**config.mk**
```make
export PLATFORM = sky130hd
export DESIGN_NAME = ext_nand_page_read_seq
export DESIGN_NICKNAME = d
export VERILOG_FILES = /design/src/rtl/ext_nand_page_read_seq.sv
export SDC_FILE = /design/constraint.sdc
export NUM_CORES = 1
export LEC_CHECK = 0
export BUFFER_PORTS_ARGS = -buffer_cell sky130_fd_sc_hd__buf_2
export CAP_MARGIN = 10
export CELL_PAD_IN_SITES_DETAIL_PLACEMENT = 1
export CELL_PAD_IN_SITES_GLOBAL_PLACEMENT = 2
export CORE_MARGIN = 5
export CORE_UTILIZATION = 31
export CTS_CLUSTER_SIZE = 16
export DETAILED_ROUTE_END_ITERATION = 10
export GPL_TIMING_DRIVEN = 0
export PLACE_DENSITY_LB_ADDON = 0.15
export SLEW_MARGIN = 10
export SYNTH_ARGS = -nofsm -noshare
export SYNTH_HDL_FRONTEND = slang
export SYNTH_SLANG_ARGS = --single-unit
```
**constraint.sdc**
```tcl
create_clock -name CLK -period 2.1 [get_ports CLK]
set_input_delay 0.42 -clock CLK [delete_from_list [all_inputs] [get_ports CLK]]
set_output_delay 0.42 -clock CLK [all_outputs]
set_load 0.1 [all_outputs]
```
**src/rtl/ext_nand_page_read_seq.sv**
```systemverilog
// ext_nand_page_read_seq: sequences one NAND page read (CMD 00, 5 address bytes, CMD 30, R/B# wait, reader enable); define NAND_RB_TIMEOUT_EN for the R/B# wait timeout
module ext_nand_page_read_seq #(
   parameter int WE_LOW_CYC  = 2,
   parameter int WE_HIGH_CYC = 2,
   parameter int TWB_CYC     = 4,
   parameter int TIMEOUT_CYC = 4096
) (
   input  logic        CLK,
   input  logic        RST_N,
   input  logic        START,
   input  logic [23:0] ROW_ADDR,
   output logic        BUSY,
   output logic        DONE,
   output logic        ERR,
   output logic        CE_N,
   output logic        CLE,
   output logic        ALE,
   output logic        WE_N,
   output logic [7:0]  IO_OUT,
   output logic        IO_OE,
   input  logic        RB,
   output logic        RD_ENA,
   input  logic        RD_COMPLT
);
   localparam int BC = WE_LOW_CYC + WE_HIGH_CYC;
   localparam int M1 = (BC > TWB_CYC) ? BC : TWB_CYC;
   localparam int M2 = (M1 > TIMEOUT_CYC) ? M1 : TIMEOUT_CYC;
   localparam int CW = $clog2(M2 + 1);
   typedef enum logic [2:0] {IDLE, CMD0, ADDR, CMD1, TWB, WAIT_RDY, READ, FIN} state_t;
   state_t state, state_nxt;
   logic [CW-1:0] cnt, cnt_nxt;
   logic [2:0] idx, idx_nxt;
   logic [23:0] row;
   logic [1:0] rb_q;
   logic byte_st, byte_end;
   // two-flop synchroniser for the asynchronous R/B# line
   always_ff @(posedge CLK or negedge RST_N)
      if (!RST_N) rb_q <= 2'b00;
      else rb_q <= {rb_q[0], RB};
   // state, shared cycle counter, address byte index and latched row
   always_ff @(posedge CLK or negedge RST_N)
      if (!RST_N) begin
         state <= IDLE;
         cnt   <= '0;
         idx   <= '0;
         row   <= '0;
      end else begin
         state <= state_nxt;
         cnt   <= cnt_nxt;
         idx   <= idx_nxt;
         if (state == IDLE && START) row <= ROW_ADDR;
      end
`ifdef NAND_RB_TIMEOUT_EN
   logic to_hit, err_q;
   assign to_hit = state == WAIT_RDY && !rb_q[1] && cnt == CW'(TIMEOUT_CYC - 1);
   // timeout flag, cleared by the next accepted request
   always_ff @(posedge CLK or negedge RST_N)
      if (!RST_N) err_q <= 1'b0;
      else if (state == IDLE && START) err_q <= 1'b0;
      else if (to_hit) err_q <= 1'b1;
   assign ERR = err_q;
`else
   assign ERR = 1'b0;
`endif
   assign byte_st  = state inside {CMD0, ADDR, CMD1};
   assign byte_end = cnt == CW'(BC - 1);
   // next state; the counter reloads on every state entry and at each byte boundary
   always_comb begin
      state_nxt = state;
      cnt_nxt   = cnt + 1'b1;
      idx_nxt   = idx;
      case (state)
         IDLE: begin
            cnt_nxt = '0;
            if (START) state_nxt = CMD0;
         end
         CMD0: if (byte_end) begin
            cnt_nxt   = '0;
            state_nxt = ADDR;
         end
         ADDR: if (byte_end) begin
            cnt_nxt = '0;
            idx_nxt = (idx == 3'd4) ? 3'd0 : idx + 3'd1;
            if (idx == 3'd4) state_nxt = CMD1;
         end
         CMD1: if (byte_end) begin
            cnt_nxt   = '0;
            state_nxt = TWB;
         end
         TWB: if (cnt == CW'(TWB_CYC - 1)) begin
            cnt_nxt   = '0;
            state_nxt = WAIT_RDY;
         end
         WAIT_RDY: begin
`ifdef NAND_RB_TIMEOUT_EN
            if (rb_q[1] || to_hit) begin
               cnt_nxt   = '0;
               state_nxt = rb_q[1] ? READ : FIN;
            end
`else
            cnt_nxt = '0;
            if (rb_q[1]) state_nxt = READ;
`endif
         end
         READ: begin
            cnt_nxt = '0;
            if (RD_COMPLT) state_nxt = FIN;
         end
         default: begin
            cnt_nxt   = '0;
            state_nxt = IDLE;
         end
      endcase
   end
   assign BUSY   = state != IDLE;
   assign CE_N   = state == IDLE;
   assign DONE   = state == FIN;
   assign CLE    = state == CMD0 || state == CMD1;
   assign ALE    = state == ADDR;
   assign IO_OE  = byte_st;
   assign WE_N   = !(byte_st && cnt < CW'(WE_LOW_CYC));
   assign RD_ENA = state == READ;
   assign IO_OUT = (state == CMD1) ? 8'h30 :
                   (state != ADDR) ? 8'h00 :
                   (idx == 3'd2)   ? row[7:0] :
                   (idx == 3'd3)   ? row[15:8] :
                   (idx == 3'd4)   ? row[23:16] : 8'h00;
endmodule
```
==> metrics.txt, run 1 <==
# TYPE chip_impl_metric gauge
chip_impl_info{name="layout.cells.most_common_list",value="sky130_fd_sc_hd__dfrtp_1, sky130_fd_sc_hd__buf_2, sky130_fd_sc_hd__nor2_1"} 1
chip_impl_info{name="regToRegEndpoint",value="state[0]"} 1
chip_impl_metric{name="final_min_period_over_clock_period",unit="%"} 110
chip_impl_metric{name="synth.net_count",unit=""} 241
chip_impl_metric{name="setup_tns",unit="ns"} -1.61
chip_impl_info{name="worstSetupEndpointType",value="primary output"} 1
chip_impl_metric{name="timing.reg2reg.worst_path_depth",unit=""} 6
chip_impl_metric{name="synth_top_area_share",unit="%"} 50.5
chip_impl_metric{name="die_width",unit="um"} 94.8
chip_impl_metric{name="tritoncts.num_buffers",unit=""} 5
chip_impl_metric{name="post_synth_num_cell_types",unit=""} 39
chip_impl_metric{name="p_sw_share",unit="%"} 45.0
chip_impl_metric{name="antenna_found_initial",unit=""} 0
chip_impl_metric{name="post-route-drc-count",unit=""} 0
chip_impl_metric{name="avgViaCountPerCell",unit=""} 4.69
chip_impl_metric{name="ys_seq_area_share",unit="%"} 50.5
chip_impl_info{name="crit_chain",value="ha_2 > ha_4 > nor2_4 > buf_12 > a22oi_2 > a211oi_4 > buf_12"} 1
chip_impl_info{name="cts-root-buf",value="sky130_fd_sc_hd__clkbuf_8"} 1
chip_impl_metric{name="worst-path-max-fanout",unit=""} 8
chip_impl_metric{name="grt_first_pass_wirelength",unit="mm"} 9.41
chip_impl_metric{name="post_layout_instance_count_excluding_filler_cells",unit=""} 380
chip_impl_metric{name="first_global_vias",unit=""} 1898
chip_impl_metric{name="die-area",unit="sq um"} 8990
chip_impl_metric{name="cts_htree_levels",unit=""} 2
chip_impl_metric{name="p_leak",unit="nW"} 1.49
chip_impl_metric{name="grt_max_degree",unit=""} 46
chip_impl_metric{name="clkLatencyLatePin",unit="ns"} 0.30
chip_impl_metric{name="nets",unit=""} 314
chip_impl_metric{name="synth-warning-count",unit=""} 0
chip_impl_metric{name="numPlacedInstances",unit=""} 350
chip_impl_metric{name="power.switching",unit="mW"} 2.42
chip_impl_info{name="crit-reg2reg-launch",value="cnt[1]"} 1
chip_impl_info{name="layout.cells.most_common",value="sky130_fd_sc_hd__dfrtp_1"} 1
chip_impl_info{name="post_synth_main_area_contributors",value="sky130_fd_sc_hd__dfrtp_1, sky130_fd_sc_hd__mux2_2, sky130_fd_sc_hd__nor2_1"} 1
chip_impl_info{name="largest_area_contributor_in_the_synthesized_netlist",value="sky130_fd_sc_hd__dfrtp_1"} 1
chip_impl_metric{name="clkSlewWorstSetupHoldPaths",unit="ns"} 0.09
chip_impl_metric{name="critical-path-max-stage-delay",unit="ns"} 0.41
chip_impl_info{name="run_status",value="finished, violations left"} 1
chip_impl_metric{name="setup_ws",unit="ns"} -0.213
chip_impl_metric{name="gr-usage-all-layers",unit="%"} 13.6
chip_impl_metric{name="min_delay_path_depth",unit=""} 1
chip_impl_metric{name="drt_pre_antenna_iters",unit=""} 4
chip_impl_metric{name="area_growth",unit="%"} 54.5
chip_impl_metric{name="rows",unit=""} 31
chip_impl_metric{name="route.detailed.wl_per_inst",unit="um"} 15.2
chip_impl_metric{name="power.density",unit="nW/um^2"} 1560
chip_impl_info{name="worst-setup-path-type",value="flip-flop to primary output"} 1
chip_impl_metric{name="drt-total-wl",unit="mm"} 5.76
chip_impl_metric{name="fin_skew",unit="ns"} 0.00846
chip_impl_metric{name="relSlewSlack",unit="%"} 29.3
chip_impl_metric{name="post_synth_instance_area",unit="sq um"} 2230
chip_impl_metric{name="num_io_pins",unit=""} 46
chip_impl_info{name="hold_worst_path_end",value="rb_q[0]"} 1
chip_impl_metric{name="max_freq",unit="MHz"} 432
chip_impl_metric{name="port-buffer-count",unit=""} 44
chip_impl_info{name="hold_path_startpoint",value="RB"} 1
chip_impl_metric{name="finalSetupViolCount",unit=""} 8
chip_impl_metric{name="share_comb_of_total_power",unit="%"} 61.1
chip_impl_metric{name="finalWorstPathRequiredPeriod",unit="ns"} 2.31
chip_impl_metric{name="num-fill-cells",unit=""} 767
chip_impl_info{name="clock_tree_from_tritoncts",value="built"} 1
chip_impl_metric{name="required",unit="ns"} 1.68
chip_impl_metric{name="worst_slew_pin_slew",unit="ns"} 1.06
chip_impl_metric{name="tritoncts_num_sinks",unit=""} 45
chip_impl_info{name="crit_path_top_delay_cell",value="sky130_fd_sc_hd__dfrtp_1"} 1
chip_impl_metric{name="maxCapViolCount",unit=""} 0
chip_impl_metric{name="postSynthRegisterBits",unit=""} 45
chip_impl_metric{name="sequentialPowerShare",unit="%"} 26.2
chip_impl_metric{name="p_int",unit="mW"} 2.96
chip_impl_metric{name="postSynthAreaPerCell",unit="sq um"} 10.8
chip_impl_metric{name="critPathArrivalTime",unit="ns"} 1.89
chip_impl_metric{name="postRouteAntennaNets",unit=""} 0
chip_impl_metric{name="timing.final.hold_violations",unit=""} 0
chip_impl_metric{name="die_height",unit="um"} 94.8
chip_impl_metric{name="r2r_setup_slack",unit="ns"} 0.15
chip_impl_metric{name="antenna_cells_inserted",unit=""} 0
chip_impl_info{name="hold_class",value="primary input to flip-flop"} 1
chip_impl_metric{name="gr-total-overflow",unit=""} 0
chip_impl_metric{name="dr.first_iter.drc_count",unit=""} 15
chip_impl_metric{name="initial_core_util",unit="%"} 31.2
chip_impl_metric{name="detailroute.via_count",unit=""} 1782
chip_impl_metric{name="place_hpwl",unit="mm"} 3.96
chip_impl_metric{name="netlist_instances",unit=""} 207
chip_impl_info{name="failing_checks",value="negative setup slack"} 1
chip_impl_metric{name="clock_tree.buffer_depth",unit=""} 2
chip_impl_info{name="rsz0062_at_grt",value="yes"} 1
chip_impl_metric{name="drive_above_1_share",unit="%"} 53.4
chip_impl_metric{name="clockPowerShare",unit="%"} 12.6
chip_impl_metric{name="report.final.slew_viol_count",unit=""} 0
chip_impl_info{name="critPathLaunchType",value="flip-flop"} 1
chip_impl_metric{name="gp_congestion",unit=""} 0.707
chip_impl_info{name="cp_common_cell",value="sky130_fd_sc_hd__buf_12"} 1
chip_impl_metric{name="placeableCoreArea",unit="sq um"} 7140
chip_impl_metric{name="power.ir.vdd_worst",unit="mV"} 1.35
==> routing by layer <==
metal / part of all wire (%) / GRT usage (%) / vias to the layer above
li1: - / - / 848
met1: 46 / 17.2 / 890
met2: 49 / 23.1 / 37
met3: 4.4 / 3.67 / 7
met4: 0.82 / 3.25 / 0
met5: 0 / 0 / -
==> state kept, by name (all words and copies together), names as in the netlist <==
| register | flops |
|---|---|
| cnt | 13 |
| idx | 3 |
| row | 24 |
| rb_q | 2 |
| state | 3 |
==> final cells by class <==
| class | count | area, sq um | share of cell area, % |
|---|---|---|---|
| clock buffers | 6 | 72.6 | 2.11 |
| flip-flops and latches | 45 | 1130 | 32.8 |
| clock inverters | 2 | 38.8 | 1.13 |
| repair buffers | 67 | 576 | 16.7 |
| inverters | 9 | 37.5 | 1.09 |
| well taps | 99 | 124 | 3.59 |
| plain buffers | 11 | 138 | 3.99 |
| multi-input cells | 141 | 1330 | 38.6 |
==> synthesized netlist by cell type, drive strengths merged <==
cell      n
or4       2
nand2    11
nor2     31
a211o     1
nand4     2
a21oi     3
o21ai     1
nor2b     3
o2bb2ai   1
a41o      1
ha        5
or3       2
nor3b     1
clkbuf    5
xnor2    10
or4b      1
nor4      3
a22oi     8
and3      1
a311oi    1
conb      1
or2       2
and2      1
inv       9
nand2b    2
a211oi    8
buf       7
nor3      6
dfrtp    45
mux2     26
nand3b    1
xor2      1
nand3     5
==> metrics by stage <==
step	power, mW	hold slack (ns)	area [sq um]	utilization (%)	setup slack (ns)
after floorplan	3.74	0.124	2570	-	-0.600
after global placement	4.18	0.339	2910	40.8	-0.324
after detailed placement	4.20	0.343	2910	40.8	-0.345
after CTS	5.32	0.215	3360	47.1	-0.248
after global routing	5.66	0.215	3450	48.3	-0.301
final	5.37	0.221	3450	48.3	-0.213
==> critical path: cells and delay by family, from the launching register on <==
kind	cells	cell delay (ns)
buf+inv	2	0.35
flops	1	0.41
fa+ha+maj	2	0.37
simple gates	1	0.12
compound gates	2	0.34
==> worst max path at each step <==
stage              from         to  slack [ns]
2_1_floorplan  state[1]   state[0]       -0.60
3_3_place_gp     idx[1]  IO_OUT[5]       -0.32
3_5_place_dp     idx[1]  IO_OUT[5]       -0.34
4_1_cts          idx[0]  IO_OUT[5]       -0.25
5_1_grt          idx[1]  IO_OUT[5]       -0.30
6_report         idx[1]  IO_OUT[5]       -0.21
==> kinds of logic (layout without fill, tap and decap cells) <==
family	Yosys count	after routing	synth area share, %
AOI/OAI and AO/OA	24	24	7.91
xor gates and xnor gates	11	11	4.32
adders and majority gates	5	5	2.81
buffers and inverters	21	95	4.38
DFF	45	45	50.5
muxes	26	26	13.1
other	1	1	0.168
and+or+nand+nor	74	74	16.8
==> repair_timing <==
action,CTS,global route
endpoints found under the hold margin,0,0
pin swaps,8,2
setup buffers,15,8
hold buffers,0,0
gates resized for setup,59,10
endpoints found under the setup margin,23,25
==> power groups by stage <==
stage               sequential [mW]  clock [mW]  combinational, mW
floorplan                      1.38           0               2.37
global placement               1.43           0               2.75
detailed placement             1.44           0               2.77
CTS                            1.41       0.708               3.21
global route                   1.45       0.738               3.47
finish                         1.41       0.679               3.28
Note: power is estimated with default switching activity, not from simulation.
==> inputs of run 2 (changes only) <==
--- a/config.mk
+++ b/config.mk
@@ -14,7 +14,7 @@
 export CTS_CLUSTER_SIZE = 16
 export DETAILED_ROUTE_END_ITERATION = 10
 export GPL_TIMING_DRIVEN = 0
-export PLACE_DENSITY_LB_ADDON = 0.15
+export PLACE_DENSITY = 0.77
 export SLEW_MARGIN = 10
 export SYNTH_ARGS = -nofsm -noshare
 export SYNTH_HDL_FRONTEND = slang
==> run 2 against run 1 <==
- the run still ends with negative setup slack left
- register-to-register slack worse by 0.10 ns
- routed wire length up 6.1%
- die area stayed put
- clock skew up 0.0027 ns
- cell area shrank 0.22%
- critical path type unchanged
- largest power group unchanged
- highest routed layer unchanged
==> metrics.txt, run 2 (synthesis results as in run 1) <==
# TYPE chip_impl_metric gauge
chip_impl_info{name="maxUsedRoutingLayer",value="met4"} 1
chip_impl_info{name="clock_tree_from_tritoncts",value="built"} 1
chip_impl_metric{name="setup_ws",unit="ns"} -0.230
chip_impl_info{name="regMostFlops",value="row"} 1
chip_impl_metric{name="clkLatencyLatePin",unit="ns"} 0.29
chip_impl_metric{name="routed-wl-met2",unit="mm"} 3.18
chip_impl_metric{name="drive_above_1_share",unit="%"} 53.8
chip_impl_metric{name="worst_slew_pin_slew",unit="ns"} 1.03
chip_impl_info{name="layout.cells.most_common",value="sky130_fd_sc_hd__dfrtp_1"} 1
chip_impl_metric{name="tritoncts.num_buffers",unit=""} 5
chip_impl_metric{name="clkSlewWorstSetupHoldPaths",unit="ns"} 0.08
chip_impl_metric{name="die-area",unit="sq um"} 8990
chip_impl_metric{name="die_height",unit="um"} 94.8
chip_impl_info{name="crit_path_top_delay_cell",value="sky130_fd_sc_hd__dfrtp_1"} 1
chip_impl_metric{name="dr.first_iter.drc_count",unit=""} 21
chip_impl_metric{name="detail_route.wirelength.met1",unit="mm"} 2.62
chip_impl_info{name="critPathLaunchType",value="flip-flop"} 1
chip_impl_metric{name="route.detailed.wl_per_inst",unit="um"} 16.2
chip_impl_metric{name="hold_fix_buffer_count_after_cts",unit=""} 0
chip_impl_metric{name="avgViaCountPerCell",unit=""} 4.74
chip_impl_metric{name="clock_tree.buffer_depth",unit=""} 2
chip_impl_metric{name="required",unit="ns"} 1.68
chip_impl_metric{name="area_growth",unit="%"} 54.2
chip_impl_metric{name="nets",unit=""} 313
chip_impl_info{name="failing_checks",value="negative setup slack"} 1
chip_impl_metric{name="finalSetupViolCount",unit=""} 8
chip_impl_metric{name="port-buffer-count",unit=""} 44
chip_impl_info{name="layout_top_registers",value="row (24), cnt (13)"} 1
chip_impl_metric{name="tritoncts_num_sinks",unit=""} 45
chip_impl_info{name="crit_chain",value="ha_2 > ha_4 > nor2_4 > buf_12 > a22oi_2 > a211oi_4 > buf_12"} 1
chip_impl_metric{name="power.total",unit="mW"} 5.32
chip_impl_info{name="cts-root-buf",value="sky130_fd_sc_hd__clkbuf_8"} 1
chip_impl_metric{name="place_hpwl",unit="mm"} 4.05
chip_impl_metric{name="drt_pre_antenna_iters",unit=""} 4
chip_impl_metric{name="worst-path-max-fanout",unit=""} 8
chip_impl_metric{name="gr-usage-all-layers",unit="%"} 13.6
chip_impl_metric{name="numPlacedInstances",unit=""} 350
chip_impl_metric{name="number_of_flip_flops_under_the_largest_register_name",unit=""} 24
chip_impl_info{name="hold_class",value="primary input to flip-flop"} 1
chip_impl_metric{name="gr-total-overflow",unit=""} 0
chip_impl_metric{name="num_io_pins",unit=""} 46
chip_impl_metric{name="first_global_vias",unit=""} 1966
chip_impl_metric{name="fin_skew",unit="ns"} 0.0112
chip_impl_metric{name="dr_wl_met3",unit="um"} 277
chip_impl_metric{name="grt_max_degree",unit=""} 46
chip_impl_info{name="worstSetupEndpointType",value="primary output"} 1
chip_impl_info{name="worst-setup-path-type",value="flip-flop to primary output"} 1
chip_impl_metric{name="critPathArrivalTime",unit="ns"} 1.91
chip_impl_metric{name="postRouteAntennaNets",unit=""} 0
chip_impl_info{name="rsz0062_at_grt",value="yes"} 1
chip_impl_metric{name="power.density",unit="nW/um^2"} 1550
chip_impl_metric{name="cts_htree_levels",unit=""} 2
chip_impl_metric{name="timing.final.hold_violations",unit=""} 0
chip_impl_metric{name="post-route-drc-count",unit=""} 0
chip_impl_info{name="layout.cells.most_common_list",value="sky130_fd_sc_hd__dfrtp_1, sky130_fd_sc_hd__buf_2, sky130_fd_sc_hd__nor2_1"} 1
chip_impl_metric{name="antenna_found_initial",unit=""} 0
chip_impl_metric{name="finalWorstPathRequiredPeriod",unit="ns"} 2.33
chip_impl_info{name="run_status",value="finished, violations left"} 1
chip_impl_metric{name="gp_congestion",unit=""} 0.738
chip_impl_metric{name="die_width",unit="um"} 94.8
chip_impl_metric{name="rows",unit=""} 31
chip_impl_metric{name="report.final.slew_viol_count",unit=""} 0
chip_impl_metric{name="placeableCoreArea",unit="sq um"} 7140
chip_impl_metric{name="critical-path-max-stage-delay",unit="ns"} 0.40
chip_impl_metric{name="antenna_cells_inserted",unit=""} 0
chip_impl_metric{name="p_leak",unit="nW"} 1.49
chip_impl_metric{name="initial_core_util",unit="%"} 31.2
chip_impl_metric{name="timing.critical_path.buf_inv",unit=""} 2
chip_impl_metric{name="detailroute.via_count",unit=""} 1790
chip_impl_info{name="cp_common_cell",value="sky130_fd_sc_hd__buf_12"} 1
chip_impl_metric{name="final_min_period_over_clock_period",unit="%"} 111
chip_impl_metric{name="drt-total-wl",unit="mm"} 6.11
chip_impl_info{name="timing.critical_path.max_delay_family",value="flip-flops"} 1
chip_impl_metric{name="power.ir.vdd_worst",unit="mV"} 1.27
chip_impl_metric{name="maxCapViolCount",unit=""} 0
chip_impl_metric{name="relSlewSlack",unit="%"} 31.1
chip_impl_metric{name="post_layout_instance_count_excluding_filler_cells",unit=""} 378
chip_impl_metric{name="max_freq",unit="MHz"} 429
chip_impl_metric{name="grt_first_pass_wirelength",unit="mm"} 9.56
## run 2: changes by cell type in the layout (fill, tap and decap cells not counted), sizes merged
cell    before  now
clkbuf      14   11
buf         70   71
## run 2: final timing paths
kind / startpoint / endpoint / slack [ns] / cells past startpoint
min in group asynchronous: RST_N / row[1] / 0.29 / 1
setup / recovery: idx[0] / IO_OUT[0] / -0.23 / 7
hold / removal: RB / rb_q[0] / 0.23 / 1
hold reg to reg: rb_q[0] / rb_q[1] / 0.35 / 0
max in group asynchronous: RST_N / state[2] / 1.09 / 1
setup reg to reg: cnt[0] / idx[1] / 0.05 / 6
## run 2: repair_timing
action | CTS | global route
endpoints found under the setup margin | 23 | 16
endpoints found under the hold margin | 0 | 0
pin swaps | 13 | 8
cloned | 0 | 1
setup buffers | 13 | 8
gates resized for setup | 58 | 6
## run 2: per-stage QoR
step | setup WS (ns) | hold slack, ns | utilization, % | setup TNS [ns] | area [sq um]
detailed placement | -0.330 | 0.336 | 40.8 | -3.06 | 2910
floorplan | -0.600 | 0.124 | - | -7.71 | 2570
finish | -0.230 | 0.230 | 48.2 | -1.59 | 3440
CTS | -0.235 | 0.222 | 46.8 | -1.60 | 3340
global placement | -0.349 | 0.333 | 40.8 | -3.06 | 2910
global route | -0.293 | 0.220 | 48.2 | -2.23 | 3440
## run 2: layout make-up
type	instances	area, sq um
Inverter	9	37.5
Clock inverter	2	35.0
Multi-Input combinational cell	141	1340
Buffer	11	136
Clock buffer	5	68.8
Tap cell	99	124
Fill cell	799	3700
Timing Repair Buffer	66	572
Sequential cell	45	1130
## run 2: power by group
group | internal, mW | leakage (nW) | switching, mW
Sequential | 1.18 | 0.561 | 0.233
Clock | 0.347 | 0.0540 | 0.306
Combinational | 1.37 | 0.876 | 1.88
## run 2: metal layers
layer	GRT usage, %	vias up
met2	24.3	38
met4	3.00	0
li1	-	847
met5	0	-
met1	16.9	903
met3	2.71	2
==> inputs of run 3 (changes only) <==
--- a/config.mk
+++ b/config.mk
@@ -10,11 +10,11 @@
 export CELL_PAD_IN_SITES_DETAIL_PLACEMENT = 1
 export CELL_PAD_IN_SITES_GLOBAL_PLACEMENT = 2
 export CORE_MARGIN = 5
-export CORE_UTILIZATION = 31
+export CORE_UTILIZATION = 37
 export CTS_CLUSTER_SIZE = 16
 export DETAILED_ROUTE_END_ITERATION = 10
 export GPL_TIMING_DRIVEN = 0
-export PLACE_DENSITY = 0.77
+export PLACE_DENSITY = 0.86
 export SLEW_MARGIN = 10
 export SYNTH_ARGS = -nofsm -noshare
 export SYNTH_HDL_FRONTEND = slang
==> constraint.sdc (replaced) <==
create_clock -name CLK -period 2.7 [get_ports CLK]
set_input_delay 0.54 -clock CLK [delete_from_list [all_inputs] [get_ports CLK]]
set_output_delay 0.54 -clock CLK [all_outputs]
set_load 0.1 [all_outputs]
==> run 3 against run 2 <==
- the run now ends clean
- routed wire length is 11% lower
- clock power fell by 37%
- clock-buffer cell count rose by 2
- global-route usage grew 1.1 points
- critical endpoint is now IO_OUT[5]
- largest cell class unchanged
- highest routed layer unchanged
==> metrics.txt, run 3 (synthesis results as in run 1) <==
# TYPE chip_impl_metric gauge
chip_impl_info{name="critPathLaunchType",value="flip-flop"} 1
chip_impl_metric{name="max_freq",unit="MHz"} 379
chip_impl_metric{name="report.final.slew_viol_count",unit=""} 0
chip_impl_metric{name="fin_skew",unit="ns"} 0.00689
chip_impl_info{name="regMostFlops",value="row"} 1
chip_impl_metric{name="worst-path-max-fanout",unit=""} 9
chip_impl_metric{name="placed_cell_area",unit="sq um"} 2680
chip_impl_metric{name="finalWorstPathRequiredPeriod",unit="ns"} 2.64
chip_impl_metric{name="critical-path-max-stage-delay",unit="ns"} 0.42
chip_impl_metric{name="critPathArrivalTime",unit="ns"} 2.10
chip_impl_metric{name="number_of_flip_flops_under_the_largest_register_name",unit=""} 24
chip_impl_metric{name="timing.reg2reg.worst_path_depth",unit=""} 6
chip_impl_metric{name="holdWs",unit="ns"} 0.342
chip_impl_info{name="regToRegEndpoint",value="cnt[8]"} 1
chip_impl_metric{name="gp_congestion",unit=""} 0.726
chip_impl_metric{name="post-route-util",unit="%"} 49.0
chip_impl_metric{name="final_cell_area",unit="sq um"} 2880
chip_impl_metric{name="finalSetupViolCount",unit=""} 0
chip_impl_metric{name="grt_first_pass_wirelength",unit="mm"} 8.69
chip_impl_metric{name="place_hpwl",unit="mm"} 3.84
chip_impl_metric{name="placement.setup.worst_slack",unit="ns"} -0.0130
chip_impl_metric{name="antenna_found_initial",unit=""} 0
chip_impl_info{name="worst-setup-path-type",value="flip-flop to primary output"} 1
chip_impl_metric{name="final_min_period_over_clock_period",unit="%"} 97.7
chip_impl_info{name="worst_setup_path_startpoint",value="idx[1]"} 1
chip_impl_metric{name="setup_ws",unit="ns"} 0.0614
chip_impl_info{name="worstSetupEndpointType",value="primary output"} 1
chip_impl_metric{name="num_io_pins",unit=""} 46
chip_impl_info{name="run_status",value="complete, no violations"} 1
chip_impl_metric{name="detailroute.via_count",unit=""} 1682
chip_impl_metric{name="gr-usage-all-layers",unit="%"} 14.7
chip_impl_metric{name="min_delay_path_depth",unit=""} 1
chip_impl_metric{name="rows",unit=""} 28
chip_impl_metric{name="port-buffer-count",unit=""} 44
chip_impl_metric{name="p_leak",unit="nW"} 1.22
chip_impl_metric{name="maxCapViolCount",unit=""} 0
chip_impl_metric{name="die_height",unit="um"} 87.6
chip_impl_metric{name="initial_core_util",unit="%"} 37.9
chip_impl_metric{name="relSlewSlack",unit="%"} 32.7
chip_impl_metric{name="clock_tree.buffer_depth",unit=""} 2
chip_impl_info{name="clock_tree_from_tritoncts",value="built"} 1
chip_impl_info{name="crit-reg2reg-launch",value="cnt[8]"} 1
chip_impl_metric{name="nets",unit=""} 290
chip_impl_metric{name="drive_above_1_share",unit="%"} 40.5
chip_impl_metric{name="hold_fix_buffer_count_after_cts",unit=""} 0
chip_impl_info{name="hold_class",value="primary input to flip-flop"} 1
chip_impl_info{name="layout_top_registers",value="row (24), cnt (13)"} 1
chip_impl_metric{name="gr-total-overflow",unit=""} 0
chip_impl_metric{name="tritoncts_num_sinks",unit=""} 45
chip_impl_info{name="cts-root-buf",value="sky130_fd_sc_hd__clkbuf_8"} 1
chip_impl_info{name="crit_chain",value="ha_1 > ha_2 > nor2_4 > a22oi_1 > a211oi_4 > buf_8"} 1
chip_impl_info{name="layout.cells.most_common",value="sky130_fd_sc_hd__dfrtp_1"} 1
chip_impl_metric{name="drt-total-wl",unit="mm"} 5.45
chip_impl_metric{name="avgViaCountPerCell",unit=""} 5.07
chip_impl_metric{name="clkSlewWorstSetupHoldPaths",unit="ns"} 0.08
chip_impl_metric{name="tritoncts.num_buffers",unit=""} 5
chip_impl_info{name="layout.cells.most_common_list",value="sky130_fd_sc_hd__dfrtp_1, sky130_fd_sc_hd__buf_2, sky130_fd_sc_hd__nor2_1"} 1
chip_impl_metric{name="drt_pre_antenna_iters",unit=""} 4
chip_impl_metric{name="post-route-drc-count",unit=""} 0
chip_impl_info{name="crit_path_top_delay_cell",value="sky130_fd_sc_hd__dfrtp_1"} 1
chip_impl_metric{name="timing.final.hold_violations",unit=""} 0
chip_impl_info{name="crit_path_end",value="IO_OUT[5]"} 1
chip_impl_metric{name="power.ir.vdd_worst",unit="mV"} 0.676
chip_impl_metric{name="postRouteAntennaNets",unit=""} 0
chip_impl_metric{name="area_growth",unit="%"} 29.3
chip_impl_metric{name="worst_slew_pin_slew",unit="ns"} 1.01
chip_impl_metric{name="first_global_vias",unit=""} 1719
chip_impl_metric{name="setup_tns",unit="ns"} 0
chip_impl_metric{name="clkLatencyLatePin",unit="ns"} 0.30
chip_impl_metric{name="route.detailed.wl_per_inst",unit="um"} 16.4
chip_impl_metric{name="grt_max_degree",unit=""} 46
chip_impl_metric{name="dr.first_iter.drc_count",unit=""} 46
chip_impl_info{name="rsz0062_at_grt",value="yes"} 1
chip_impl_metric{name="cts_htree_levels",unit=""} 2
chip_impl_metric{name="antenna_cells_inserted",unit=""} 0
chip_impl_metric{name="die-area",unit="sq um"} 7680
chip_impl_metric{name="power.density",unit="nW/um^2"} 1200
chip_impl_metric{name="r2r_setup_slack",unit="ns"} 0.56
chip_impl_metric{name="die_width",unit="um"} 87.6
chip_impl_metric{name="placeableCoreArea",unit="sq um"} 5890
chip_impl_metric{name="required",unit="ns"} 2.16
==> run 3: cell types whose count changed in the layout (fill, tap and decap cells not counted), sizes merged <==
cell / previous run / this run
clkinv: 1 / 0
bufinv: 1 / 0
buf: 71 / 50
inv: 8 / 9
==> run 3: stage by stage <==
step	instances	total power [mW]
floorplan	207	2.63
CTS	332	3.45
global route	332	3.67
detailed placement	326	2.99
global placement	326	2.92
finish	332	3.47
==> run 3: critical path: cells and delay by family, from the launching register on <==
kind	cells	cell delay, ns
AOI/OAI and AO/OA	2	0.47
adders and majority gates	2	0.45
DFF	1	0.42
buffers and inverters	1	0.23
and+or+nand+nor	1	0.22
==> run 3: worst min path at each step <==
stage,startpoint,to,slack (ns)
after floorplan,RST_N,cnt[0],0.24
after global placement,rb_q[0],rb_q[1],0.35
after detailed placement,rb_q[0],rb_q[1],0.37
after CTS,RB,rb_q[0],0.34
after global routing,RB,rb_q[0],0.34
final,RB,rb_q[0],0.34
==> run 3: cell type report <==
cell class	instances	area (sq um)
Buffer	10	61.3
Clock buffer	7	76.3
Clock inverter	1	7.51
Fill cell	653	3000
Inverter	9	33.8
Multi-Input combinational cell	141	1150
Sequential cell	45	1130
Tap cell	75	93.8
Timing Repair Buffer	44	338
==> run 3: layer usage <==
layer,share of wire (%),up-vias,global-route usage (%)
li1,-,807,-
met1,42,840,19.7
met2,53,28,24.0
met3,4.4,7,4.05
met4,1.1,0,2.93
met5,0,-,0
==> run 3: repair_timing <==
| action | in CTS | in global routing |
|---|---|---|
| cloned | 0 | 0 |
| gates resized for setup | 19 | 17 |
| pin swaps | 1 | 3 |
| buffers inserted | 0 | 0 |
| endpoints found under the setup margin | 9 | 8 |
==> run 3: where the power goes <==
group / leakage (nW) / internal, mW / switching [mW] / total [mW]
clock network: 0.0385 / 0.183 / 0.228 / 0.412
registers: 0.562 / 0.918 / 0.169 / 1.09
logic: 0.621 / 0.634 / 1.33 / 1.97
total: 1.22 / 1.74 / 1.73 / 3.47
